### config.mk
export PLATFORM = sky130hd
export DESIGN_NAME = mult_issue_ctrl
export DESIGN_NICKNAME = d
export VERILOG_FILES = /design/src/rtl/mult_issue_ctrl.sv
export SDC_FILE = /design/constraint.sdc
export NUM_CORES = 1
export LEC_CHECK = 0
export ABC_AREA = 1
export CAP_MARGIN = 5
export CORE_MARGIN = 2
export CORE_UTILIZATION = 57
export CTS_CLUSTER_SIZE = 20
export DETAILED_ROUTE_END_ITERATION = 10
export PLACE_DENSITY = 0.9
export SETUP_SLACK_MARGIN = 0.2
export SYNTH_ARGS = -nofsm -noshare
export SYNTH_HDL_FRONTEND = slang
export SYNTH_SLANG_ARGS = --single-unit
### constraint.sdc
create_clock -name clk -period 10.2 [get_ports clk]
set_input_delay 2.55 -clock clk [delete_from_list [all_inputs] [get_ports clk]]
set_output_delay 2.55 -clock clk [all_outputs]
set_load 0.02 [all_outputs]
### src/rtl/mult_issue_ctrl.sv
// Request FIFO and single-outstanding issue controller in front of the cv32e40p multiplier.
// Optional perf counters are built only when MULT_ISSUE_PERF_EN is defined.
module mult_issue_ctrl #(
   parameter int DEPTH = 4,
   parameter int TAG_W = 4
) (
   input  logic              clk,
   input  logic              rst,
   input  logic              flush_i,
   input  logic              req_valid_i,
   output logic              req_ready_o,
   input  logic [1:0]        req_op_i,
   input  logic [31:0]       req_a_i,
   input  logic [31:0]       req_b_i,
   input  logic [TAG_W-1:0]  req_tag_i,
   output logic              mul_enable_o,
   output logic              mul_ex_ready_o,
   output logic [2:0]        mul_operator_o,
   output logic [1:0]        mul_short_signed_o,
   output logic [31:0]       mul_op_a_o,
   output logic [31:0]       mul_op_b_o,
   input  logic [31:0]       mul_result_i,
   input  logic              mul_ready_i,
   output logic              rsp_valid_o,
   input  logic              rsp_ready_i,
   output logic [31:0]       rsp_result_o,
   output logic [TAG_W-1:0]  rsp_tag_o,
   output logic [31:0]       perf_ops_o,
   output logic [31:0]       perf_busy_o
);

   localparam int PTR_W = $clog2(DEPTH);
   localparam logic [PTR_W:0] FULL = (PTR_W+1)'(DEPTH);
   // cv32e40p mul_opcode_e encodings
   localparam logic [2:0] MUL_MAC32 = 3'b000;
   localparam logic [2:0] MUL_H     = 3'b110;

   typedef enum logic {IDLE, ISSUE} state_t;

   state_t state, state_nxt;

   logic [1:0]        fifo_op  [DEPTH];
   logic [31:0]       fifo_a   [DEPTH];
   logic [31:0]       fifo_b   [DEPTH];
   logic [TAG_W-1:0]  fifo_tag [DEPTH];
   logic [PTR_W-1:0]  wr_ptr, rd_ptr;
   logic [PTR_W:0]    count;

   logic              push, pop, capture, discard;
   logic [2:0]        opr_p1;
   logic [1:0]        ss_p1;
   logic [31:0]       a_p1, b_p1;
   logic [TAG_W-1:0]  tag_p1;
   logic              vld_p2;
   logic [31:0]       res_p2;
   logic [TAG_W-1:0]  tag_p2;

   assign req_ready_o = !rst && (count != FULL);
   assign push        = req_valid_i && req_ready_o && !flush_i;

   always_ff @(posedge clk) begin
      if (rst) begin
         state <= IDLE;
      end else begin
         state <= state_nxt;
      end
   end

   always_comb begin
      state_nxt = state;
      pop       = 1'b0;
      capture   = 1'b0;
      case (state)
         IDLE: begin
            if ((count != '0) && (!vld_p2 || rsp_ready_i) && !flush_i) begin
               pop       = 1'b1;
               state_nxt = ISSUE;
            end
         end
         ISSUE: begin
            if (mul_ready_i) begin
               capture   = 1'b1;
               state_nxt = IDLE;
            end
         end
         default: state_nxt = IDLE;
      endcase
   end

   always_ff @(posedge clk) begin
      if (push) begin
         fifo_op[wr_ptr]  <= req_op_i;
         fifo_a[wr_ptr]   <= req_a_i;
         fifo_b[wr_ptr]   <= req_b_i;
         fifo_tag[wr_ptr] <= req_tag_i;
      end
   end

   // Flush wins over push/pop: the queue restarts empty at that edge.
   always_ff @(posedge clk) begin
      if (rst || flush_i) begin
         wr_ptr <= '0;
         rd_ptr <= '0;
         count  <= '0;
      end else begin
         if (push) wr_ptr <= wr_ptr + 1'b1;
         if (pop)  rd_ptr <= rd_ptr + 1'b1;
         case ({push, pop})
            2'b10:   count <= count + 1'b1;
            2'b01:   count <= count - 1'b1;
            default: count <= count;
         endcase
      end
   end

   // ---- issue stage: operands decoded at pop and held for the whole op ----
   always_ff @(posedge clk) begin
      if (rst) begin
         opr_p1 <= MUL_MAC32;
         ss_p1  <= 2'b00;
         a_p1   <= '0;
         b_p1   <= '0;
         tag_p1 <= '0;
      end else if (pop) begin
         a_p1   <= fifo_a[rd_ptr];
         b_p1   <= fifo_b[rd_ptr];
         tag_p1 <= fifo_tag[rd_ptr];
         case (fifo_op[rd_ptr])
            2'b00:   begin opr_p1 <= MUL_MAC32; ss_p1 <= 2'b00; end
            2'b01:   begin opr_p1 <= MUL_H;     ss_p1 <= 2'b11; end
            2'b10:   begin opr_p1 <= MUL_H;     ss_p1 <= 2'b01; end
            default: begin opr_p1 <= MUL_H;     ss_p1 <= 2'b00; end
         endcase
      end
   end

   // Remembers that the in-flight op was flushed so its result is dropped.
   always_ff @(posedge clk) begin
      if (rst || capture) begin
         discard <= 1'b0;
      end else if (flush_i && (state == ISSUE)) begin
         discard <= 1'b1;
      end
   end

   // ---- response stage ----
   always_ff @(posedge clk) begin
      if (rst) begin
         vld_p2 <= 1'b0;
         res_p2 <= '0;
         tag_p2 <= '0;
      end else if (capture && !flush_i && !discard) begin
         vld_p2 <= 1'b1;
         res_p2 <= mul_result_i;
         tag_p2 <= tag_p1;
      end else if (flush_i || (vld_p2 && rsp_ready_i)) begin
         vld_p2 <= 1'b0;
         res_p2 <= '0;
         tag_p2 <= '0;
      end
   end

   assign mul_enable_o       = (state == ISSUE);
   assign mul_ex_ready_o     = (state == ISSUE);
   assign mul_operator_o     = opr_p1;
   assign mul_short_signed_o = ss_p1;
   assign mul_op_a_o         = a_p1;
   assign mul_op_b_o         = b_p1;
   assign rsp_valid_o        = vld_p2;
   assign rsp_result_o       = res_p2;
   assign rsp_tag_o          = tag_p2;

`ifdef MULT_ISSUE_PERF_EN
   logic [31:0] ops_cnt, busy_cnt;

   always_ff @(posedge clk) begin
      if (rst) begin
         ops_cnt  <= '0;
         busy_cnt <= '0;
      end else begin
         if (capture)          ops_cnt  <= ops_cnt + 1'b1;
         if (state == ISSUE)   busy_cnt <= busy_cnt + 1'b1;
      end
   end

   assign perf_ops_o  = ops_cnt;
   assign perf_busy_o = busy_cnt;
`else
   assign perf_ops_o  = '0;
   assign perf_busy_o = '0;
`endif

endmodule

# == Word-level counts from Yosys, hierarchy flattened ==
# Memory sizes are Yosys's and may differ from the RTL's. A register that Yosys moved wholly into a read port is not among the register bits.
# Index checks and enable logic that the tools add are counted.
# word_totals
reg_bits,51
rom_bits,0
latch_bits,0
memories,4
ramBits,280
elab_cells,64
# classes
mul,0
bitwise,1
n_addsub,4
muxes,19
eq_ne,5
n_reduce_logical,21
shifts,0
n_lt_le_gt_ge,0
div,0
# memory_table
memory,words,width,rd,rd_clocked_by_memory_dff,write_ports,line,rtl
fifo_a,4,32,1,1,1,43,logic [31:0] fifo_a [DEPTH];
fifo_b,4,32,1,1,1,44,logic [31:0] fifo_b [DEPTH];
fifo_tag,4,4,1,1,1,45,logic [TAG_W-1:0] fifo_tag [DEPTH];
fifo_op,4,2,1,1,1,42,logic [1:0] fifo_op [DEPTH];
# op_table
cell,count
32-bit two-way mux,2
1-bit logical AND,9
1-bit two-way mux,9
4-bit two-way mux,2
3-bit case mux with 2 select lines,1
2-bit by 1-bit adder with 2-bit output (second input constant),2
2-bit by 1-bit equality test with 1-bit output (second input constant),2
2-bit equality test (second input constant),2
1-bit logical NOT,4
1-bit logical OR,4
2-bit two-way mux,2
2-bit case mux with 2 select lines,1
2-bit nonzero test,2
3-bit by 1-bit adder with 3-bit output (second input constant),1
3-bit two-way mux,1
3-bit != test (second input constant),1
3-bit nonzero test,1
3-bit by 1-bit subtractor with 3-bit output (second input constant),1
2-bit logical NOT,1
1-bit case mux with 2 select lines,1
1-bit NOT,1

# == Longest topological paths before layout ==
# Gate-level depths: netlist of run 1.
# logic_depth
ltp_word,8
mapped_depth,15

# == Worst setup path before layout of run 1 ==
# No wires, ideal clock.
# synth_timing
kind,input -> register
from,input rst
to,"memory fifo_a[0][0], enable pin"
t_arrival_ns,5.943
setup_time_ns,0.499
n_path_buf,0
slack_ns,3.758
required_time_ns,9.701
stages,3
cell_sequence,nor2_1 -> nand2_1 -> nor2_1
# synth_via
elab_chain_cells,6
# synth_rtl
item,line,rtl
"start, declared",8,"input logic rst,"
1-bit logical NOT,58,assign req_ready_o = !rst && (count != FULL);
1-bit logical AND,58,
1-bit logical AND (2 in series),59,assign push = req_valid_i && req_ready_o && !flush_i;
1-bit two-way mux,91,if (push) begin
1-bit two-way mux (implied by the code),93,fifo_a[wr_ptr] <= req_a_i;
"end, declared",43,
# No other way between the ends.

# == Worst setup path in the final report of run 1 ==
# layout_timing
from,input rst
to,output req_ready_o
# layout_via
elab_chain_cells,2
# layout_rtl
item,line,rtl
1-bit logical NOT,58,
1-bit logical AND,58,
"end, declared",11,"output logic req_ready_o,"
# No other way between the ends.

==> results by group, run 1 <==
Power
  – P_leak: 0.00848 uW
  – Pwr Density: 177 nW/um^2
  – Part of the power in combinational logic: 0.060
  – Power share of the sequential group: 0.502
  – P_sw: 757 uW
  – Maximum vdd drop: 153 uV
  – Clock network fraction of total power: 0.438
  – Sw Ratio: 0.214
  – Internal power: 2770 uW

Min path
  – Hold Path Origin: count[0]$_SDFFE_PP0P_
  – Hold Crit Class: register to register
  – Hold-critical path depth: 1
  – Hold path endpoint: count[0]$_SDFFE_PP0P_

Route
  – Drt pass-1 iters: 5
  – 1st-iter DRT viols: 911
  – Post-route DRC: 0
  – Antenna viol nets, final: 0
  – WL final: 36500 um
  – Drt wl/cell: 15.8 um
  – Vias: 11700
  – Vias/cell: 5.03

Logic synthesis
  – Distinct cells, synth: 25
  – Sequential area share after synthesis: 0.658
  – Syn_area_per_cell: 9.59 sq um
  – Yosys warns: 0
  – Mapped Area: 16400 sq um
  – #FFs+latches synth: 399
  – Synthesized instance count: 1710

Floorplanning
  – IO Pins: 281
  – Core area: 28500 sq um
  – Die area: 30100 sq um
  – Die X: 174 um
  – Cell row count: 62
  – Die Span Y: 174 um
  – Starting Density: 0.575

Timing
  – RSZ-0062 raised after global routing: false
  – Worst-margin pin slew: 1120 ps
  – Fmax: 154 MHz
  – Crit share post-route: 0.635
  – Hold_ws: 474 ps
  – Final Max Slew Viols: 0
  – Min cycle time layout: 6480 ps
  – # setup viols final: 0
  – TNS Setup: 0 ps
  – Worst relative slew slack: 0.256
  – Worst Skew: 17.2 ps
  – Hold Violations, Final: 0

GRT
  – First-pass GRT wire length: 57500 um
  – Global Route Usage Sum: 0.240
  – Vias in the first global route: 11500
  – Largest net degree at the start of global routing: 110
  – Initial antenna violation count: 4
  – GRT overflow: 0

CTS
  – H-tree levels: 2
  – Setup Buffers After CTS: 0
  – Hold_buf cts: 0
  – Num CTS Buffers: 41
  – CTS tree: yes
  – Reg clk slew, reported paths: 60 ps
  – Clock latency on the worst-skew pair: 530 ps
  – Clock root buffer: clkbuf_16
  – Clock Path Buffers: 3
  – Clock sinks: 399
  – Post-CTS resize count: 0

Placed design
  – Post-place instance area: 18500 sq um
  – Detailed-placement wirelength estimate: 21000 um
  – Routability congestion estimate: 0.799
  – IO buf count: 215

Worst setup path
  – CP max stage delay: 640 ps
  – Worst reg2reg path startpoint: rd_ptr[0]$_SDFFE_PP0P_
  – Path depth of the worst reg2reg path: 5
  – Worst setup SP type: primary input
  – Most used cell, CP: clkdlybuf4s50_1
  – Critical path endpoint category: output pin
  – Worst endpoint required time: 7650 ps
  – Critical path class: primary input to output pin
  – Worst Path Arrival: 3930 ps
  – R2R Path End: mul_op_a_o[19]$_SDFFE_PP0P_
  – R2R setup slack: 7470 ps
  – Slowest CP cell: clkdlybuf4s50_1
  – CP Max Fanout: 3
  – Worst path cell trace: clkdlybuf4s50_1 > a31oi_1 > clkdlybuf4s50_1

Cells and area
  – Synthesis-to-layout area growth: 21.5%
  – Ratio of cells with drive above 1 in the final layout: 0.0503
  – Nets@finish: 2013
  – Design area: 19900 sq um
  – Filler cell count: 1921

Flow run
  – Max-Cap Viols: 0

Outcome
  – Status: finished, final reports clean
## power groups by stage
stage | registers, uW | clock network, uW | logic [uW]
after global placement | 1800 | 0 | 203
final | 1770 | 1550 | 213
after detailed placement | 1810 | 0 | 210
after floorplan | 1820 | 0 | 114
after CTS | 1770 | 1570 | 213
after global routing | 1770 | 1640 | 231
## cells by family (layout without fill, tap and decap cells)
logic type | after synthesis | after routing | share of synthesized area
other cells | 1 | 68 | 0.000229
simple gates | 840 | 840 | 0.194
fa+ha+maj | 8 | 8 | 0.00656
buf+inv | 340 | 496 | 0.101
compound gates | 122 | 122 | 0.0410
flops | 399 | 399 | 0.658
## registers in the layout (all words and copies together) (netlist names), named ones only
name,cells
fifo_a,128
fifo_b,128
mul_op_a_o,32
mul_op_b_o,32
rsp_result_o,32
fifo_tag,16
fifo_op,8
rsp_tag_o,4
tag_p1,4
count,3
mul_short_signed_o,2
rd_ptr,2
wr_ptr,2
discard,1
mul_enable_o,1
mul_operator_o,1
rsp_valid_o,1
## per-layer routing
| layer | vias up | wire length, um | GRT usage |
|---|---|---|---|
| met5 | - | 13 | 0 |
| met4 | 2 | 1380 | 0.113 |
| met3 | 96 | 2560 | 0.0430 |
| met2 | 497 | 18300 | 0.426 |
| met1 | 5451 | 14300 | 0.283 |
| li1 | 5615 | - | - |
## per-stage QoR
step	power (uW)	setup slack [ps]	std cells	utilization
after floorplan	1940	3760	1774	-
after global placement	2010	3740	2238	0.647
after CTS	3560	3750	2314	0.698
after detailed placement	2020	3740	2238	0.647
after global routing	3640	3720	2314	0.698
final	3530	3720	2317	0.698
## worst max path at each step
stage	from	end	slack, ps	cells past startpoint
2_1_floorplan	rst	fifo_a[0][0]$_DFFE_PP_	3760	3
4_1_cts	rst	req_ready_o	3750	3
3_3_place_gp	rst	req_ready_o	3740	3
3_5_place_dp	rst	req_ready_o	3740	3
5_1_grt	rst	req_ready_o	3720	3
6_report	rst	req_ready_o	3720	3
## cell usage in the layout (no fill, tap or decap), drive strengths merged
cell           instances
inv                  198
nand4                  1
clkinvlp               3
a31oi                  1
o22ai                 36
dfxtp                119
nand2                605
nor2                 225
ha                     7
and2                   1
edfxtp               280
clkbuf                55
nand3                  8
buf                   10
conb                  65
a21oi                 10
diode                  3
bufinv                 3
o21ai                 74
o22a                   1
clkdlybuf4s50        215
fa                     1
clkinv                12
## synthesized netlist by cell type
cell / instances / area [sq um]
nand2_1: 605 / 2270
edfxtp_1: 280 / 8410
nor2_1: 225 / 845
inv_1: 189 / 709
dfxtp_1: 119 / 2380
o21ai_0: 72 / 360
buf_4: 71 / 533
buf_2: 43 / 215
o22ai_1: 36 / 225
clkbuf_1: 21 / 78.8
a21oi_1: 9 / 45.0
buf_6: 7 / 78.8
ha_1: 7 / 87.6
inv_2: 6 / 22.5
nand3_1: 6 / 30.0
buf_1: 3 / 11.3
nand3_2: 2 / 20.0
o21ai_1: 2 / 10.0
a21oi_4: 1 / 16.3
a31oi_1: 1 / 6.26
and2_1: 1 / 6.26
conb_1: 1 / 3.75
fa_1: 1 / 20.0
nand4_1: 1 / 6.26
o22a_1: 1 / 8.76
## worst max-delay path: cells and delay by family
kind | cells | cell delay, ps
AO/OA/AOI/OAI | 1 | 210
buffers and inverters | 2 | 1170
## final cells by class
class | instances | area, sq um | share of cell area
Antenna cell | 3 | 7.51 | 0.000377
Clock buffer | 55 | 1230 | 0.0618
Clock inverter | 21 | 205 | 0.0103
Inverter | 195 | 734 | 0.0369
Multi-Input combinational cell | 1035 | 4240 | 0.213
Sequential cell | 399 | 10800 | 0.542
Tap cell | 384 | 480 | 0.0241
Timing Repair Buffer | 225 | 2230 | 0.112
Note: power is estimated with default switching activity, not from simulation.
==> inputs of run 2 (changes only) <==
--- a/config.mk
+++ b/config.mk
@@ -8,10 +8,10 @@
 export ABC_AREA = 1
 export CAP_MARGIN = 5
 export CORE_MARGIN = 2
-export CORE_UTILIZATION = 57
+export CORE_UTILIZATION = 48
 export CTS_CLUSTER_SIZE = 20
 export DETAILED_ROUTE_END_ITERATION = 10
-export PLACE_DENSITY = 0.9
+export PLACE_DENSITY = 0.81
 export SETUP_SLACK_MARGIN = 0.2
 export SYNTH_ARGS = -nofsm -noshare
 export SYNTH_HDL_FRONTEND = slang
==> constraint.sdc (replaced) <==
create_clock -name clk -period 5.8 [get_ports clk]
set_input_delay 1.45 -clock clk [delete_from_list [all_inputs] [get_ports clk]]
set_output_delay 1.45 -clock clk [all_outputs]
set_load 0.02 [all_outputs]
==> run 2 against run 1 <==
Worst hold slack worse by 1.2 ps. Power up 74%. Clock power up 72%. Sequential share of layout area down 0.21 points. Wire length down 1.7%. Combinational power up 76%. Sequential power up 76%. Critical path depth unchanged. Highest routed layer is now met4.
==> results by group, run 2 (same netlist as run 1, synthesis figures left out) <==
Floorplanning
  – Cell row count: 67 (was 62)
  – Die X: 189 um (was 174 um)
  – Core area: 33600 sq um (was 28500 sq um)
  – Die Span Y: 189 um (was 174 um)
  – IO Pins: 281 (unchanged)
  – Starting Density: 0.488 (was 0.575)
  – Die area: 35700 sq um (was 30100 sq um)

Worst setup path
  – Worst setup SP type: primary input (unchanged)
  – Worst Path Arrival: 2780 ps (was 3930 ps)
  – CP bufs+invs: 2 (unchanged)
  – Slowest CP cell: clkdlybuf4s50_1 (unchanged)
  – Most used cell, CP: clkdlybuf4s50_1 (unchanged)
  – Critical path endpoint category: output pin (unchanged)
  – CP Max Fanout: 3 (unchanged)
  – Worst path cell trace: clkdlybuf4s50_1 > a31oi_1 > clkdlybuf4s50_1 (unchanged)
  – Cell family with most CP delay: buffers and inverters (unchanged)
  – CP max stage delay: 640 ps (about the same)
  – Worst endpoint required time: 4350 ps (was 7650 ps)
  – Critical path class: primary input to output pin (unchanged)

Timing
  – Final Max Slew Viols: 0 (unchanged)
  – Worst Skew: 15.3 ps (was 17.2 ps)
  – # setup viols final: 0 (unchanged)
  – RSZ-0062 raised after global routing: false (unchanged)
  – TNS Setup: 0 ps (unchanged)
  – Worst relative slew slack: 0.334 (was 0.256)
  – Crit share post-route: 0.729
  – Worst-margin pin slew: 1000 ps (was 1120 ps)
  – Fmax: 236 MHz
  – Min cycle time layout: 4230 ps
  – PnR worst setup slack: 1570 ps (was 3720 ps)
  – Hold Violations, Final: 0 (unchanged)

GRT
  – Global Route Usage Sum: 0.200 (was 0.240)
  – Vias in the first global route: 10900 (was 11500)
  – First-pass GRT wire length: 56200 um (was 57500 um)
  – Largest net degree at the start of global routing: 83 (was 110)
  – GRT overflow: 0 (unchanged)
  – Initial antenna violation count: 2 (was 4)

CTS
  – Clock Path Buffers: 3 (unchanged)
  – Clock root buffer: clkbuf_16 (unchanged)
  – Num CTS Buffers: 41 (unchanged)
  – Reg clk slew, reported paths: 60 ps (about the same)
  – Setup Buffers After CTS: 0 (unchanged)
  – CTS tree: yes (unchanged)
  – H-tree levels: 2 (unchanged)
  – Clock latency on the worst-skew pair: 520 ps (was 530 ps)
  – Post-CTS resize count: 0 (unchanged)
  – Hold_buf cts: 0 (unchanged)
  – Clock sinks: 399 (unchanged)

Cells and area
  – Commonest non-fill, non-tap cell in the layout: nand2_1 (unchanged)
  – Most frequent cells in the layout: nand2_1, edfxtp_1, nor2_1 (unchanged)
  – Filler cell count: 2648 (was 1921)
  – Seq. cell area: 10800 sq um (unchanged)
  – Ratio of cells with drive above 1 in the final layout: 0.0466 (was 0.0503)
  – Biggest regs: fifo_a: 128 flops, fifo_b: 128 flops (unchanged)
  – Nets@finish: 2017 (was 2013)
  – Fin util: 0.595 (was 0.698)
  – Multi-input gate area: 4240 sq um (unchanged)
  – Synthesis-to-layout area growth: 22.0% (was 21.5%)

Flow run
  – Max-Cap Viols: 0 (unchanged)

Route
  – Vias/cell: 4.74 (was 5.03)
  – 1st-iter DRT viols: 607 (was 911)
  – Drt pass-1 iters: 6 (was 5)
  – Vias: 11300 (was 11700)
  – Post-route DRC: 0 (unchanged)
  – WL final: 35900 um (was 36500 um)
  – Drt wl/cell: 15.1 um (was 15.8 um)
  – Antenna viol nets, final: 0 (unchanged)

Power
  – Pwr Density: 308 nW/um^2 (was 177 nW/um^2)
  – Maximum vdd drop: 266 uV (was 153 uV)
  – P_leak: 0.00846 uW (was 0.00848 uW)

Outcome
  – Status: finished, final reports clean (unchanged)

Placed design
  – Dpl ws: 1500 ps (was 3740 ps)
  – IO buf count: 215 (unchanged)
  – Routability congestion estimate: 0.773 (was 0.799)
  – Detailed-placement wirelength estimate: 21600 um (was 21000 um)

Min path
  – Hold Crit Class: register to register (unchanged)
[run 2: routing by layer]
layer	routed length, um	GRT usage	up-vias
li1	-	-	5623
met1	14800	0.238	5223
met3	2190	0.0389	72
met5	0	0	-
met2	17700	0.357	389
met4	1220	0.0778	0
[run 2: worst reg2reg max path, delay by kind of cell (launching register included)]
kind                   cells  cell delay [ps]
AND/OR/NAND/NOR            3              440
flip-flops                 1             1000
buffers and inverters      2              920
AO/OA/AOI/OAI              1               70
[run 2: final timing paths]
check / cells after the start / end / start / slack [ps]
worst min-delay path: 2 / discard$_SDFFE_PP0P_ / discard$_SDFFE_PP0P_ / 470
worst min register to register: 2 / discard$_SDFFE_PP0P_ / discard$_SDFFE_PP0P_ / 470
worst max-delay path: 3 / req_ready_o / rst / 1570
worst max register to register: 6 / mul_op_b_o[2]$_SDFFE_PP0P_ / rd_ptr[1]$_SDFFE_PP0P_ / 3230
[run 2: area by class of cell]
class | count | share of cell area
antenna | 2 | 0.000250
clock buffer | 54 | 0.0568
multi-input combinational | 1035 | 0.212
timing repair buffer | 229 | 0.114
tap | 448 | 0.0280
clock inverter | 21 | 0.0123
sequential | 399 | 0.540
inverter | 195 | 0.0367
[run 2: power by group]
group / total, uW / internal (uW) / switching, uW
Clock: 2670 / 1610 / 1060
Sequential: 3110 / 3090 / 22.5
Combinational: 374 / 150 / 224
[run 2: per-stage QoR]
stage	instance area [sq um]	hold WS (ps)	cells	total power (uW)
3_5_place_dp	18600	457	2306	3550
6_report	20000	473	2383	6150
3_3_place_gp	18600	451	2306	3540
5_1_grt	20000	497	2382	6360
4_1_cts	20000	472	2381	6210
2_1_floorplan	16600	437	1774	3400
==> inputs of run 3 (changes only) <==
--- a/config.mk
+++ b/config.mk
@@ -8,10 +8,10 @@
 export ABC_AREA = 1
 export CAP_MARGIN = 5
 export CORE_MARGIN = 2
-export CORE_UTILIZATION = 48
+export CORE_UTILIZATION = 53
 export CTS_CLUSTER_SIZE = 20
 export DETAILED_ROUTE_END_ITERATION = 10
-export PLACE_DENSITY = 0.81
+export PLACE_DENSITY = 0.85
 export SETUP_SLACK_MARGIN = 0.2
 export SYNTH_ARGS = -nofsm -noshare
 export SYNTH_HDL_FRONTEND = slang
==> constraint.sdc (replaced) <==
create_clock -name clk -period 4.1 [get_ports clk]
set_input_delay 1.025 -clock clk [delete_from_list [all_inputs] [get_ports clk]]
set_output_delay 1.025 -clock clk [all_outputs]
set_load 0.02 [all_outputs]
==> run 3 against run 2 <==
Critical path type unchanged. Combinational power up 44%. Clock skew down 1.3 ps. Worst hold slack better by 3.5 ps. Highest routed layer is now met5. Largest power group unchanged. Final cell count down 2.1%.
==> results by group, run 3 (same netlist as run 1, synthesis figures left out) <==
Timing
  – Hold Violations, Final: 0 (unchanged)
  – Worst Skew: 14.0 ps (was 15.3 ps)
  – TNS Setup: 0 ps (unchanged)
  – Min cycle time layout: 3400 ps
  – Worst-margin pin slew: 1010 ps (was 1000 ps)
  – Fmax: 294 MHz
  – RSZ-0062 raised after global routing: false (unchanged)
  – # setup viols final: 0 (unchanged)
  – Final Max Slew Viols: 0 (unchanged)
  – Worst relative slew slack: 0.330 (was 0.334)
  – Crit share post-route: 0.829
  – Hold_ws: 476 ps (was 473 ps)

CTS
  – CTS tree: yes (unchanged)
  – Num CTS Buffers: 40 (was 41)
  – Clock sinks: 399 (unchanged)
  – Hold_buf cts: 0 (unchanged)
  – Clock latency on the worst-skew pair: 530 ps (was 520 ps)
  – Clock Path Buffers: 3 (unchanged)
  – Setup Buffers After CTS: 0 (unchanged)
  – H-tree levels: 2 (unchanged)
  – Clock root buffer: clkbuf_16 (unchanged)
  – Post-CTS resize count: 0 (unchanged)
  – Reg clk slew, reported paths: 60 ps (about the same)

Power
  – Pwr Density: 439 nW/um^2 (was 308 nW/um^2)
  – Maximum vdd drop: 316 uV (was 266 uV)
  – Total chip power: 8780 uW (was 6150 uW)
  – P_leak: 0.00847 uW (was 0.00846 uW)

GRT
  – Vias in the first global route: 11800 (was 10900)
  – Global Route Usage Sum: 0.229 (was 0.200)
  – GRT overflow: 0 (unchanged)
  – First-pass GRT wire length: 59400 um (was 56200 um)
  – Largest net degree at the start of global routing: 104 (was 83)
  – Initial antenna violation count: 6 (was 2)

Route
  – Vias/cell: 4.97 (was 4.74)
  – Drt wl/cell: 16.0 um (was 15.1 um)
  – Met1 wire length: 14600 um (was 14800 um)
  – WL final: 37400 um (was 35900 um)
  – Highest metal used: met5 (was met4)
  – Post-route DRC: 0 (unchanged)
  – Antenna viol nets, final: 0 (unchanged)
  – Vias: 11600 (was 11300)
  – DR WL met2: 19300 um (was 17700 um)
  – Wire length on met3: 2430 um (was 2190 um)
  – 1st-iter DRT viols: 802 (was 607)
  – Drt pass-1 iters: 7 (was 6)

Worst setup path
  – Most used cell, CP: clkdlybuf4s50_1 (unchanged)
  – Worst endpoint required time: 3070 ps (was 4350 ps)
  – Cell family with most CP delay: buffers and inverters (unchanged)
  – CP bufs+invs: 2 (unchanged)
  – CP Max Fanout: 3 (unchanged)
  – Path depth of the worst reg2reg path: 7 (was 6)
  – R2R setup slack: 1750 ps (was 3230 ps)
  – R2R Path End: mul_op_a_o[21]$_SDFFE_PP0P_ (was mul_op_b_o[2]$_SDFFE_PP0P_)
  – Critical path endpoint category: output pin (unchanged)
  – Slowest CP cell: clkdlybuf4s50_1 (unchanged)
  – CP max stage delay: 640 ps (about the same)
  – Worst setup SP type: primary input (unchanged)
  – Worst path cell trace: clkdlybuf4s50_1 > a31oi_1 > clkdlybuf4s50_1 (unchanged)
  – Worst Path Arrival: 2370 ps (was 2780 ps)
  – Worst reg2reg path startpoint: rd_ptr[0]$_SDFFE_PP0P_ (was rd_ptr[1]$_SDFFE_PP0P_)
  – Critical path class: primary input to output pin (unchanged)

Cells and area
  – Nets@finish: 2016 (was 2017)
  – Fin util: 0.655 (was 0.595)
  – Filler cell count: 2273 (was 2648)
  – Biggest regs: fifo_a: 128 flops, fifo_b: 128 flops (unchanged)
  – Commonest non-fill, non-tap cell in the layout: nand2_1 (unchanged)
  – Synthesis-to-layout area growth: 21.9% (was 22.0%)
  – Ratio of cells with drive above 1 in the final layout: 0.0481 (was 0.0466)
  – Seq. cell area: 10800 sq um (unchanged)
  – Multi-input gate area: 4240 sq um (unchanged)
  – Fin cells: 2332 (was 2383)
  – Most frequent cells in the layout: nand2_1, edfxtp_1, nor2_1 (unchanged)

Placed design
  – Routability congestion estimate: 0.809 (was 0.773)
  – Detailed-placement wirelength estimate: 22900 um (was 21600 um)
  – Cells after DPL: 2254 (was 2306)
  – IO buf count: 215 (unchanged)

Floorplanning
  – Die X: 180 um (was 189 um)
  – Starting Density: 0.538 (was 0.488)
  – Core area: 30500 sq um (was 33600 sq um)
  – Cell row count: 64 (was 67)
  – Die area: 32400 sq um (was 35700 sq um)
  – Die Span Y: 180 um (was 189 um)
  – IO Pins: 281 (unchanged)

Flow run
  – Max-Cap Viols: 0 (unchanged)

Min path
  – Hold Path Origin: discard$_SDFFE_PP0P_ (unchanged)
  – Hold Crit Class: register to register (unchanged)
  – Hold path endpoint: discard$_SDFFE_PP0P_ (unchanged)
  – Hold-critical path depth: 2 (unchanged)

Outcome
  – Status: finished, final reports clean (unchanged)
[run 3: changes by cell type in the layout (fill, tap and decap cells not counted), sizes merged]
cell      previous run  this run
bufinv               5         6
clkinv              11         7
clkinvlp             3         4
diode                2         4
inv                197       198
[run 3: stage by stage]
stage / area (sq um) / setup WS, ps
finish: 20000 / 701
global route: 20000 / 650
CTS: 20000 / 702
detailed placement: 18600 / 666
global placement: 18600 / 670
floorplan: 16600 / -817
[run 3: layer usage]
metal,track usage,up-vias
li1,-,5618
met1,0.265,5440
met2,0.416,437
met3,0.0448,82
met4,0.0911,4
met5,0,-
[run 3: how the worst max path moves through the flow]
stage	startpoint	endpoint	slack, ps	cells after the start
after CTS	rst	req_ready_o	700	3
after global routing	rst	req_ready_o	650	3
after global placement	flush_i	count[2]$_SDFFE_PP0P_	670	11
final	rst	req_ready_o	700	3
after detailed placement	flush_i	count[2]$_SDFFE_PP0P_	670	11
after floorplan	rst	fifo_a[0][0]$_DFFE_PP_	-820	3
[run 3: cell type report]
| class | instances | share of cell area |
|---|---|---|
| Sequential cell | 399 | 0.540 |
| Multi-Input combinational cell | 1035 | 0.212 |
| Timing Repair Buffer | 229 | 0.115 |
| Clock buffer | 54 | 0.0563 |
| Inverter | 195 | 0.0367 |
| Tap cell | 396 | 0.0248 |
| Clock inverter | 20 | 0.0136 |
| Antenna cell | 4 | 0.000501 |
[run 3: worst reg2reg max path, stage by stage (launching register included)]
cell,delay [ps]
dfxtp_4,670
buf_4,920
nand2_1,170
nand2_1,120
nand2_1,50
o21ai_0,130
nor2_1,90
nor2_1,130
[run 3: report_power, final]
part           internal, uW  switching, uW  total [uW]
sequential             4370           32.4        4410
clock                  2320           1520        3840
combinational           213            323         537
